[config.mk]
export PLATFORM = sky130hd
export DESIGN_NAME = fpga_cmd_spi_master
export DESIGN_NICKNAME = d
export VERILOG_FILES = /design/src/rtl/fpga_cmd_pkg.sv /design/src/rtl/spi_phase_timer.sv /design/src/rtl/fpga_cmd_spi_master.sv
export SDC_FILE = /design/constraint.sdc
export NUM_CORES = 1
export LEC_CHECK = 0
export CAP_MARGIN = 20
export CELL_PAD_IN_SITES_DETAIL_PLACEMENT = 0
export CELL_PAD_IN_SITES_GLOBAL_PLACEMENT = 1
export CORE_ASPECT_RATIO = 0.8
export CORE_MARGIN = 3
export CORE_UTILIZATION = 45
export DETAILED_ROUTE_END_ITERATION = 6
export PLACE_DENSITY_LB_ADDON = 0.3
export SLEW_MARGIN = 5
export SYNTH_ARGS = -nofsm -noshare
export SYNTH_HDL_FRONTEND = slang
export SYNTH_HIERARCHICAL = 1
export SYNTH_SLANG_ARGS = --single-unit
[constraint.sdc]
create_clock -name i_ck_1356meg -period 3.4 [get_ports i_ck_1356meg]
set_clock_uncertainty 0.15 [all_clocks]
set_input_delay 0.68 -clock i_ck_1356meg [delete_from_list [all_inputs] [get_ports i_ck_1356meg]]
set_output_delay 0.68 -clock i_ck_1356meg [all_outputs]
set_load 0.02 [all_outputs]
[src/rtl/fpga_cmd_pkg.sv]
// Shared definitions for the FPGA command SPI link: word width, opcodes,
// master FSM states and the command-word packing helper.
package fpga_cmd_pkg;

   localparam int unsigned CMD_W = 16;

   localparam logic [3:0] FPGA_CMD_SET_CONFREG = 4'b0001;
   localparam logic [3:0] FPGA_CMD_SET_DIVISOR = 4'b0010;

   typedef enum logic [2:0] {
      StIdle,
      StSetup,
      StHigh,
      StLow,
      StGap
   } spi_state_e;

   function automatic logic [CMD_W-1:0] pack_cmd(input logic [3:0] op, input logic [7:0] data);
      return {op, 4'b0000, data};
   endfunction

endpackage

[src/rtl/spi_phase_timer.sv]
// Loadable down-counter timing one FSM phase; load with (duration - 1) on state entry.
module spi_phase_timer #(
   parameter int unsigned CNT_W = 10
) (
   input  logic             i_clk,
   input  logic             i_rst,
   input  logic             i_load,
   input  logic [CNT_W-1:0] i_load_val,
   output logic             o_phase_done
);

   logic [CNT_W-1:0] r_cnt;

   always_ff @(posedge i_clk or posedge i_rst) begin
      if (i_rst) begin
         r_cnt <= '0;
      end else if (i_load) begin
         r_cnt <= i_load_val;
      end else if (r_cnt != '0) begin
         r_cnt <= r_cnt - CNT_W'(1);
      end
   end

   assign o_phase_done = (r_cnt == '0);

endmodule

[src/rtl/fpga_cmd_spi_master.sv]
// SPI mode-0 master serialising 16-bit FPGA command words onto spck/mosi/ncs,
// capturing miso into rx_word. All outputs are registered.
module fpga_cmd_spi_master
   import fpga_cmd_pkg::*;
#(
   parameter int unsigned DIV_W    = 8,
   parameter int unsigned GAP_MULT = 2
) (
   input  logic             i_ck_1356meg,
   input  logic             i_reset,
   input  logic             i_cmd_valid,
   output logic             o_cmd_ready,
   input  logic [3:0]       i_cmd_op,
   input  logic [7:0]       i_cmd_data,
   input  logic [DIV_W-1:0] i_half_period,
   output logic             o_spck,
   output logic             o_mosi,
   output logic             o_ncs,
   input  logic             i_miso,
   output logic [CMD_W-1:0] o_rx_word,
   output logic             o_rx_valid,
   output logic             o_busy
);

   localparam int unsigned CNT_W    = DIV_W + 2;
   localparam logic [4:0]  LAST_BIT = 5'(CMD_W);

   spi_state_e       r_state;
   logic [CMD_W-1:0] r_tx_sr;
   logic [CMD_W-1:0] r_rx_sr;
   logic [4:0]       r_bit_cnt;
   logic [DIV_W-1:0] r_h;
   logic             r_ncs;
   logic             r_spck;
   logic             r_mosi;
   logic             r_ready;
   logic             r_busy;
   logic             r_rx_valid;
   logic [CMD_W-1:0] r_rx_word;

   logic [DIV_W-1:0] w_h_in;
   logic [CNT_W-1:0] w_h_ext;
   logic [CNT_W-1:0] w_gap_ext;
   logic             w_accept;
   logic             w_done;
   logic             w_load;
   logic [CNT_W-1:0] w_load_val;

   assign w_h_in    = (i_half_period == '0) ? DIV_W'(1) : i_half_period;
   assign w_h_ext   = CNT_W'(r_h);
   assign w_gap_ext = w_h_ext * CNT_W'(GAP_MULT);
   assign w_accept  = (r_state == StIdle) && i_cmd_valid && r_ready;

   // The timer is reloaded on every state change with the next state's duration.
   always_comb begin
      w_load     = 1'b0;
      w_load_val = w_h_ext - CNT_W'(1);
      case (r_state)
         StIdle: begin
            w_load     = w_accept;
            w_load_val = CNT_W'(w_h_in) - CNT_W'(1);
         end
         StLow: begin
            w_load = w_done;
            if (r_bit_cnt == LAST_BIT) begin
               w_load_val = w_gap_ext - CNT_W'(1);
            end
         end
         default: w_load = w_done;
      endcase
   end

   spi_phase_timer #(
      .CNT_W(CNT_W)
   ) u_phase_timer (
      .i_clk       (i_ck_1356meg),
      .i_rst       (i_reset),
      .i_load      (w_load),
      .i_load_val  (w_load_val),
      .o_phase_done(w_done)
   );

   always_ff @(posedge i_ck_1356meg or posedge i_reset) begin
      if (i_reset) begin
         r_state    <= StIdle;
         r_tx_sr    <= '0;
         r_rx_sr    <= '0;
         r_bit_cnt  <= '0;
         r_h        <= DIV_W'(1);
         r_ncs      <= 1'b1;
         r_spck     <= 1'b0;
         r_mosi     <= 1'b0;
         r_ready    <= 1'b1;
         r_busy     <= 1'b0;
         r_rx_valid <= 1'b0;
         r_rx_word  <= '0;
      end else begin
         r_rx_valid <= 1'b0;
         case (r_state)
            StIdle: begin
               if (w_accept) begin
                  r_tx_sr   <= pack_cmd(i_cmd_op, i_cmd_data);
                  r_h       <= w_h_in;
                  r_bit_cnt <= '0;
                  r_ncs     <= 1'b0;
                  r_mosi    <= i_cmd_op[3];
                  r_ready   <= 1'b0;
                  r_busy    <= 1'b1;
                  r_state   <= StSetup;
               end
            end
            StSetup: begin
               if (w_done) begin
                  r_spck    <= 1'b1;
                  r_bit_cnt <= r_bit_cnt + 5'd1;
                  r_rx_sr   <= {r_rx_sr[CMD_W-2:0], i_miso};
                  r_state   <= StHigh;
               end
            end
            StHigh: begin
               if (w_done) begin
                  r_spck <= 1'b0;
                  // After the last bit mosi holds until ncs rises.
                  if (r_bit_cnt != LAST_BIT) begin
                     r_tx_sr <= {r_tx_sr[CMD_W-2:0], 1'b0};
                     r_mosi  <= r_tx_sr[CMD_W-2];
                  end
                  r_state <= StLow;
               end
            end
            StLow: begin
               if (w_done) begin
                  if (r_bit_cnt == LAST_BIT) begin
                     r_ncs      <= 1'b1;
                     r_mosi     <= 1'b0;
                     r_rx_word  <= r_rx_sr;
                     r_rx_valid <= 1'b1;
                     r_state    <= StGap;
                  end else begin
                     r_spck    <= 1'b1;
                     r_bit_cnt <= r_bit_cnt + 5'd1;
                     r_rx_sr   <= {r_rx_sr[CMD_W-2:0], i_miso};
                     r_state   <= StHigh;
                  end
               end
            end
            StGap: begin
               if (w_done) begin
                  r_ready <= 1'b1;
                  r_busy  <= 1'b0;
                  r_state <= StIdle;
               end
            end
            default: r_state <= StIdle;
         endcase
      end
   end

   assign o_cmd_ready = r_ready;
   assign o_spck      = r_spck;
   assign o_mosi      = r_mosi;
   assign o_ncs       = r_ncs;
   assign o_rx_word   = r_rx_word;
   assign o_rx_valid  = r_rx_valid;
   assign o_busy      = r_busy;

endmodule

Yosys cells after proc, flatten, opt, wreduce, memory -nomap -nowiden
Index checks and enable logic that the tools add are counted.
{"block": "op_classes", "n_mux": 47, "add_sub_neg": 5, "n_eq_ne": 14, "reduce_logical": 24}
{"operator": "$mux 16", "count": 3}
{"operator": "$mux 15", "count": 3}
{"operator": "$pmux 16 s2", "count": 1}
{"operator": "$mux 10", "count": 3}
{"operator": "$pmux 15 s2", "count": 1}
{"operator": "$mux 5", "count": 4}
{"operator": "$pmux 10 s2", "count": 1}
{"operator": "$mux 3", "count": 6}
{"operator": "$sub 8x1->9 const B", "count": 2}
{"operator": "$mux 1", "count": 17}
{"operator": "$ne 2x2->1 const B", "count": 8}
{"operator": "$pmux 3 s5", "count": 1}
{"operator": "$pmux 5 s3", "count": 1}
{"operator": "$reduce_and 5->1", "count": 3}
{"operator": "$reduce_and 4->1", "count": 3}
{"operator": "$logic_not 10->1", "count": 1}
{"operator": "$reduce_bool 10->1", "count": 1}
{"operator": "$reduce_bool 2->1", "count": 5}
{"operator": "$sub 10x1->10 const B", "count": 1}
{"operator": "$sub 9x1->10 const B", "count": 1}
{"operator": "$reduce_bool 3->1", "count": 3}
{"operator": "$logic_not 8->1", "count": 1}
{"operator": "$mux 8", "count": 1}
{"operator": "$eq 3x2->1 const B", "count": 2}
{"operator": "other kinds (12)", "count": 17}
{"block": "word_totals", "inputBits": 24, "out_inout_bits": 22, "regBits": 79, "elab_cells": 103}

Logic depth before layout (Yosys ltp)
{"block": "depth", "depth_word": 5, "ltp_mapped": 13, "mapped_depth_nobuf": 9}

By module
Netlist, hierarchy kept.
{"mod": "fpga_cmd_spi_master", "n_inst": 1, "seq_area_each_um2": 1730.4, "area_each_um2": 3349.5, "cells_each": 291}
{"mod": "spi_phase_timer", "n_inst": 1, "seq_area_each_um2": 250.2, "area_each_um2": 693.2, "cells_each": 76}

Worst setup path before layout
OpenSTA, ideal clock, no wires.
{"block": "synth_path", "path_kind": "register to register", "startpoint": "register u_phase_timer.r_cnt[0]", "endpoint": "register u_phase_timer.r_cnt[7]", "path_stages_with_launch": 14, "arrival_ps": 2582, "setup_ps": 94, "period_less_slack_ps": 2826, "required_ps": 3156, "setup_slack_ps": 574, "path_buffers": 4, "path_cell_list": "dfrtp_1 > inv_1 > ha_1 > or4b_1 > clkbuf_1 > nor3_2 > buf_2 > nand2_1 > nand2_1 > clkbuf_1 > clkbuf_1 > nor2_1 > o41a_1 > a211oi_1"}
{"block": "synth_via", "elab_chain_len": 3, "elab_cells_between_ends": 7, "cone_classes": "1 x add/sub; 3 x mux; 3 x reduce/logical"}
{"element": "start, declared", "line_no": "spi_phase_timer.sv:12", "rtl": "logic [CNT_W-1:0] r_cnt;"}
{"element": "start signal, assigned", "line_no": "spi_phase_timer.sv:18", "rtl": "r_cnt <= i_load_val;"}
{"element": "start signal, assigned", "line_no": "spi_phase_timer.sv:20", "rtl": "r_cnt <= r_cnt - CNT_W'(1);"}
{"element": "$logic_not 10->1 *", "line_no": "spi_phase_timer.sv:24", "rtl": "assign o_phase_done = (r_cnt == '0);"}
{"element": "net w_done", "line_no": "fpga_cmd_spi_master.sv:45", "rtl": "logic w_done;"}
{"element": "$mux 1 *", "line_no": "fpga_cmd_spi_master.sv:58", "rtl": "case (r_state)"}
{"element": "net w_load", "line_no": "fpga_cmd_spi_master.sv:46", "rtl": "logic w_load;"}
{"element": "$mux 10 / $reduce_bool 2->1 (equally long branches)"}
Mark *: on every way through the listed nets, which the timed path passes. The rest lies on a longest branch. The select of a mux whose other input is x is not followed.
A chain may end at the register's enable or synchronous reset.

Worst setup path after layout
{"block": "layout_path", "startpoint": "register u_phase_timer.r_cnt[0]", "endpoint": "register r_tx_sr[8]"}
{"block": "layout_via", "elab_chain_len": 3}
{"element": "$logic_not 10->1", "line_no": "spi_phase_timer.sv:24"}
{"element": "net w_done", "line_no": "fpga_cmd_spi_master.sv:45"}
{"element": "$ne 2x2->1 (no line)"}
{"element": "$reduce_and 4->1 (no line)"}
{"element": "end signal, assigned", "line_no": "fpga_cmd_spi_master.sv:102", "rtl": "r_tx_sr <= pack_cmd(i_cmd_op, i_cmd_data);"}
{"element": "end signal, assigned", "line_no": "fpga_cmd_spi_master.sv:125", "rtl": "r_tx_sr <= {r_tx_sr[CMD_W-2:0], 1'b0};"}
{"element": "end, declared", "line_no": "fpga_cmd_spi_master.sv:29", "rtl": "logic [CMD_W-1:0] r_tx_sr;"}
The timed path passes the listed nets, and every way through them passes these cells.

==> impl_metrics.json <==
{
  "p_leak_nw": 2.08,
  "yosys_warnings": 6,
  "irDropWorstVdd_v": 0.000194,
  "clock.fmax_mhz": 334,
  "antenna_found_initial": 0,
  "hold_depth": 1,
  "drt_iter0_markers": 114,
  "reg2reg_depth": 10,
  "gp_congestion": 0.910,
  "cts_hold_buf": 0,
  "drc": 0,
  "slew_violations": 0,
  "min_to": "r_tx_sr[11]",
  "rr_startpoint": "u_phase_timer/r_cnt[0]",
  "crit_top_cell": "buf_4",
  "r2r_slack_ps": 410,
  "insertion_delay_ps": 350,
  "fin_crit_ps": 2990,
  "slowest_delay_ps": 600,
  "totalWireLength_um": 8470,
  "grt_use_total_pct": 17.8,
  "reg2reg_to": "r_tx_sr[8]",
  "vias_per_cell": 5.66,
  "wl_per_cell_um": 16.0,
  "ys.flop_type": "dfrtp_1",
  "hold_viol": 0,
  "timing.setup.tns_ps": 0,
  "synth_edf_count": 0,
  "drive_gt1_share_pct": 21.1,
  "numClockSinks": 79,
  "area_growth_pct": 19.5,
  "dieArea_sq_um": 10200,
  "max_slew_margin_pct": 43.5,
  "outcome": "complete, no violations",
  "ctsHtreeMaxLevel": 3,
  "n_antenna_cell": 0,
  "yosysSeqAreaShare_pct": 49.0,
  "start_util_pct": 47.0,
  "synth_seq_cells": 79,
  "avgSynthCellArea_sq_um": 11.0,
  "cts_resized": 0,
  "crit_path_start_kind": "flop",
  "final_cell_mix": "dfrtp_1, clkdlybuf4s50_1, mux2_2",
  "cts_tree": "done",
  "n_fill_cell": 796,
  "p_total_mw": 1.69,
  "synth-async-reset-ratio_pct": 100,
  "end_kind": "flop",
  "syn_area_sq_um": 4040,
  "path_max_fanout": 21,
  "synth_cell_type_count": 65,
  "period_share_pct": 88.0,
  "cp_cell_sequence": "inv_1, ha_1, or4b_1, nor3_2, buf_4, nand2_1, o22ai_2, buf_4, nand4_1, a21bo_2",
  "crit_arrival_ps": 3130,
  "route.vias.total": 2999,
  "grt_max_degree": 37,
  "core_area_sq_um": 8600,
  "chipHeight_um": 90.8,
  "dr.pass1.iters": 4,
  "dp_slack_ps": 335,
  "worst_pin_slew_ps": 836,
  "critPathSlowestCell": "or4b_1",
  "hold_slack_ps": 349,
  "cts.path.max_buffers": 2,
  "crit_required_ps": 3540,
  "syn-num-nets": 396,
  "power_density_nw_per_um2": 349,
  "hp-class": "flop to flop",
  "setup_viol_count_final": 0,
  "path_depth": 10,
  "path_clk_slew_ps": 90,
  "synth_cells": 367,
  "cts_buffers": 9,
  "nNetsFinal": 442,
  "crit_family": "simple AND/OR/NAND/NOR gates",
  "layout.cells.most_common": "dfrtp_1",
  "crit_type": "flop to flop",
  "final_core_util_pct": 56.2,
  "grt_pass1_vias": 2977,
  "crit_buf_inv": 3,
  "io_buffers": 45,
  "die_w_um": 112,
  "rsz0062_at_grt": "false",
  "post_cts_buffers": 0,
  "hold_start": "r_tx_sr[11]",
  "grt_overflow_total": 0,
  "fin_ws_ps": 408,
  "ioPinCount": 46,
  "drv_cap": 0,
  "cts_root_buffer": "clkbuf_8",
  "grt_pass1_wl_um": 15000,
  "row_count": 30,
  "final_antenna_net_count": 0,
  "hpwlAfterDp_um": 6140
}
-- routing by layer --
metal | vias to the layer above | track usage, % | wire (um)
li1 | 1458 | - | -
met1 | 1471 | 27.2 | 4330
met2 | 59 | 26.0 | 3710
met3 | 11 | 3.35 | 332
met4 | 0 | 4.60 | 87
met5 | - | 0 | 0
-- layout make-up --
cell class	count	area (sq um)	area share (%)
inverters	13	48.8	1.01
multi-input cells	248	1880	38.9
flip-flops and latches	79	1980	41.0
well taps	112	140	2.90
clock inverters	6	52.6	1.09
repair buffers	62	591	12.2
clock buffers	10	138	2.85
-- synthesized netlist by cell type, drive strengths merged (3+ instances only) --
cell type,n,share of area [%]
mux2,39,11
mux2i,12,3.0
o41ai,4,1.1
nand3,7,0.87
dfrtp,76,47
o221ai,4,0.87
or3,3,0.59
nand4,6,0.93
dfstp,3,1.9
o21ai,9,1.2
inv,13,1.2
nor2b,3,0.46
o211ai,3,0.56
xor2,6,1.3
xnor2,5,1.1
buf,17,2.4
clkbuf,10,0.93
nand2,18,1.7
a21oi,17,2.1
nor2,18,1.7
o31ai,7,1.3
nor3,9,1.2
nor4,10,1.5
and2,3,0.46
a31oi,15,2.3
a211oi,3,0.56
ha,5,1.5
or4,3,0.65
a21bo,4,0.99
-- logic make-up after synthesis --
group / share of synthesized area (%)
flops: 49.0
xor+xnor: 2.38
fa+ha+maj: 1.55
mux: 13.8
buf+inv: 4.58
simple gates: 13.5
compound gates: 15.2
-- where the power goes --
group	switching, mW	internal, mW	total (mW)	leakage, nW
registers	0	0.939	0.939	1.03
logic	0.0401	0.0401	0.0802	0.961
clock network	0.370	0.297	0.667	0.0914
-- sequential cells by signal (all words and copies together) (netlist names) --
name / flops
o_spck: 1
r_rx_sr: 16
o_rx_valid: 1
o_ncs: 1
r_bit_cnt: 5
r_tx_sr: 15
o_rx_word: 16
o_mosi: 1
o_cmd_ready: 1
r_state: 3
o_busy: 1
u_phase_timer/r_cnt: 10
r_h: 8
-- through the flow --
stage                     instance area [sq um]  instances
after floorplan                            4040        367
after CTS                                  4830        530
after detailed placement                   4640        514
after global routing                       4830        530
final                                      4830        530
after global placement                     4640        514
-- worst max-delay path by stage --
stage | slack (ps) | start | endpoint
2_1_floorplan | 570 | u_phase_timer/r_cnt[0] | u_phase_timer/r_cnt[7]
3_5_place_dp | 340 | i_half_period[2] | u_phase_timer/r_cnt[6]
3_3_place_gp | 370 | i_half_period[2] | u_phase_timer/r_cnt[6]
5_1_grt | 100 | u_phase_timer/r_cnt[0] | r_tx_sr[7]
6_report | 410 | u_phase_timer/r_cnt[0] | r_tx_sr[8]
4_1_cts | 420 | u_phase_timer/r_cnt[0] | o_rx_word[8]
Power figures use the tool's default switching activity.
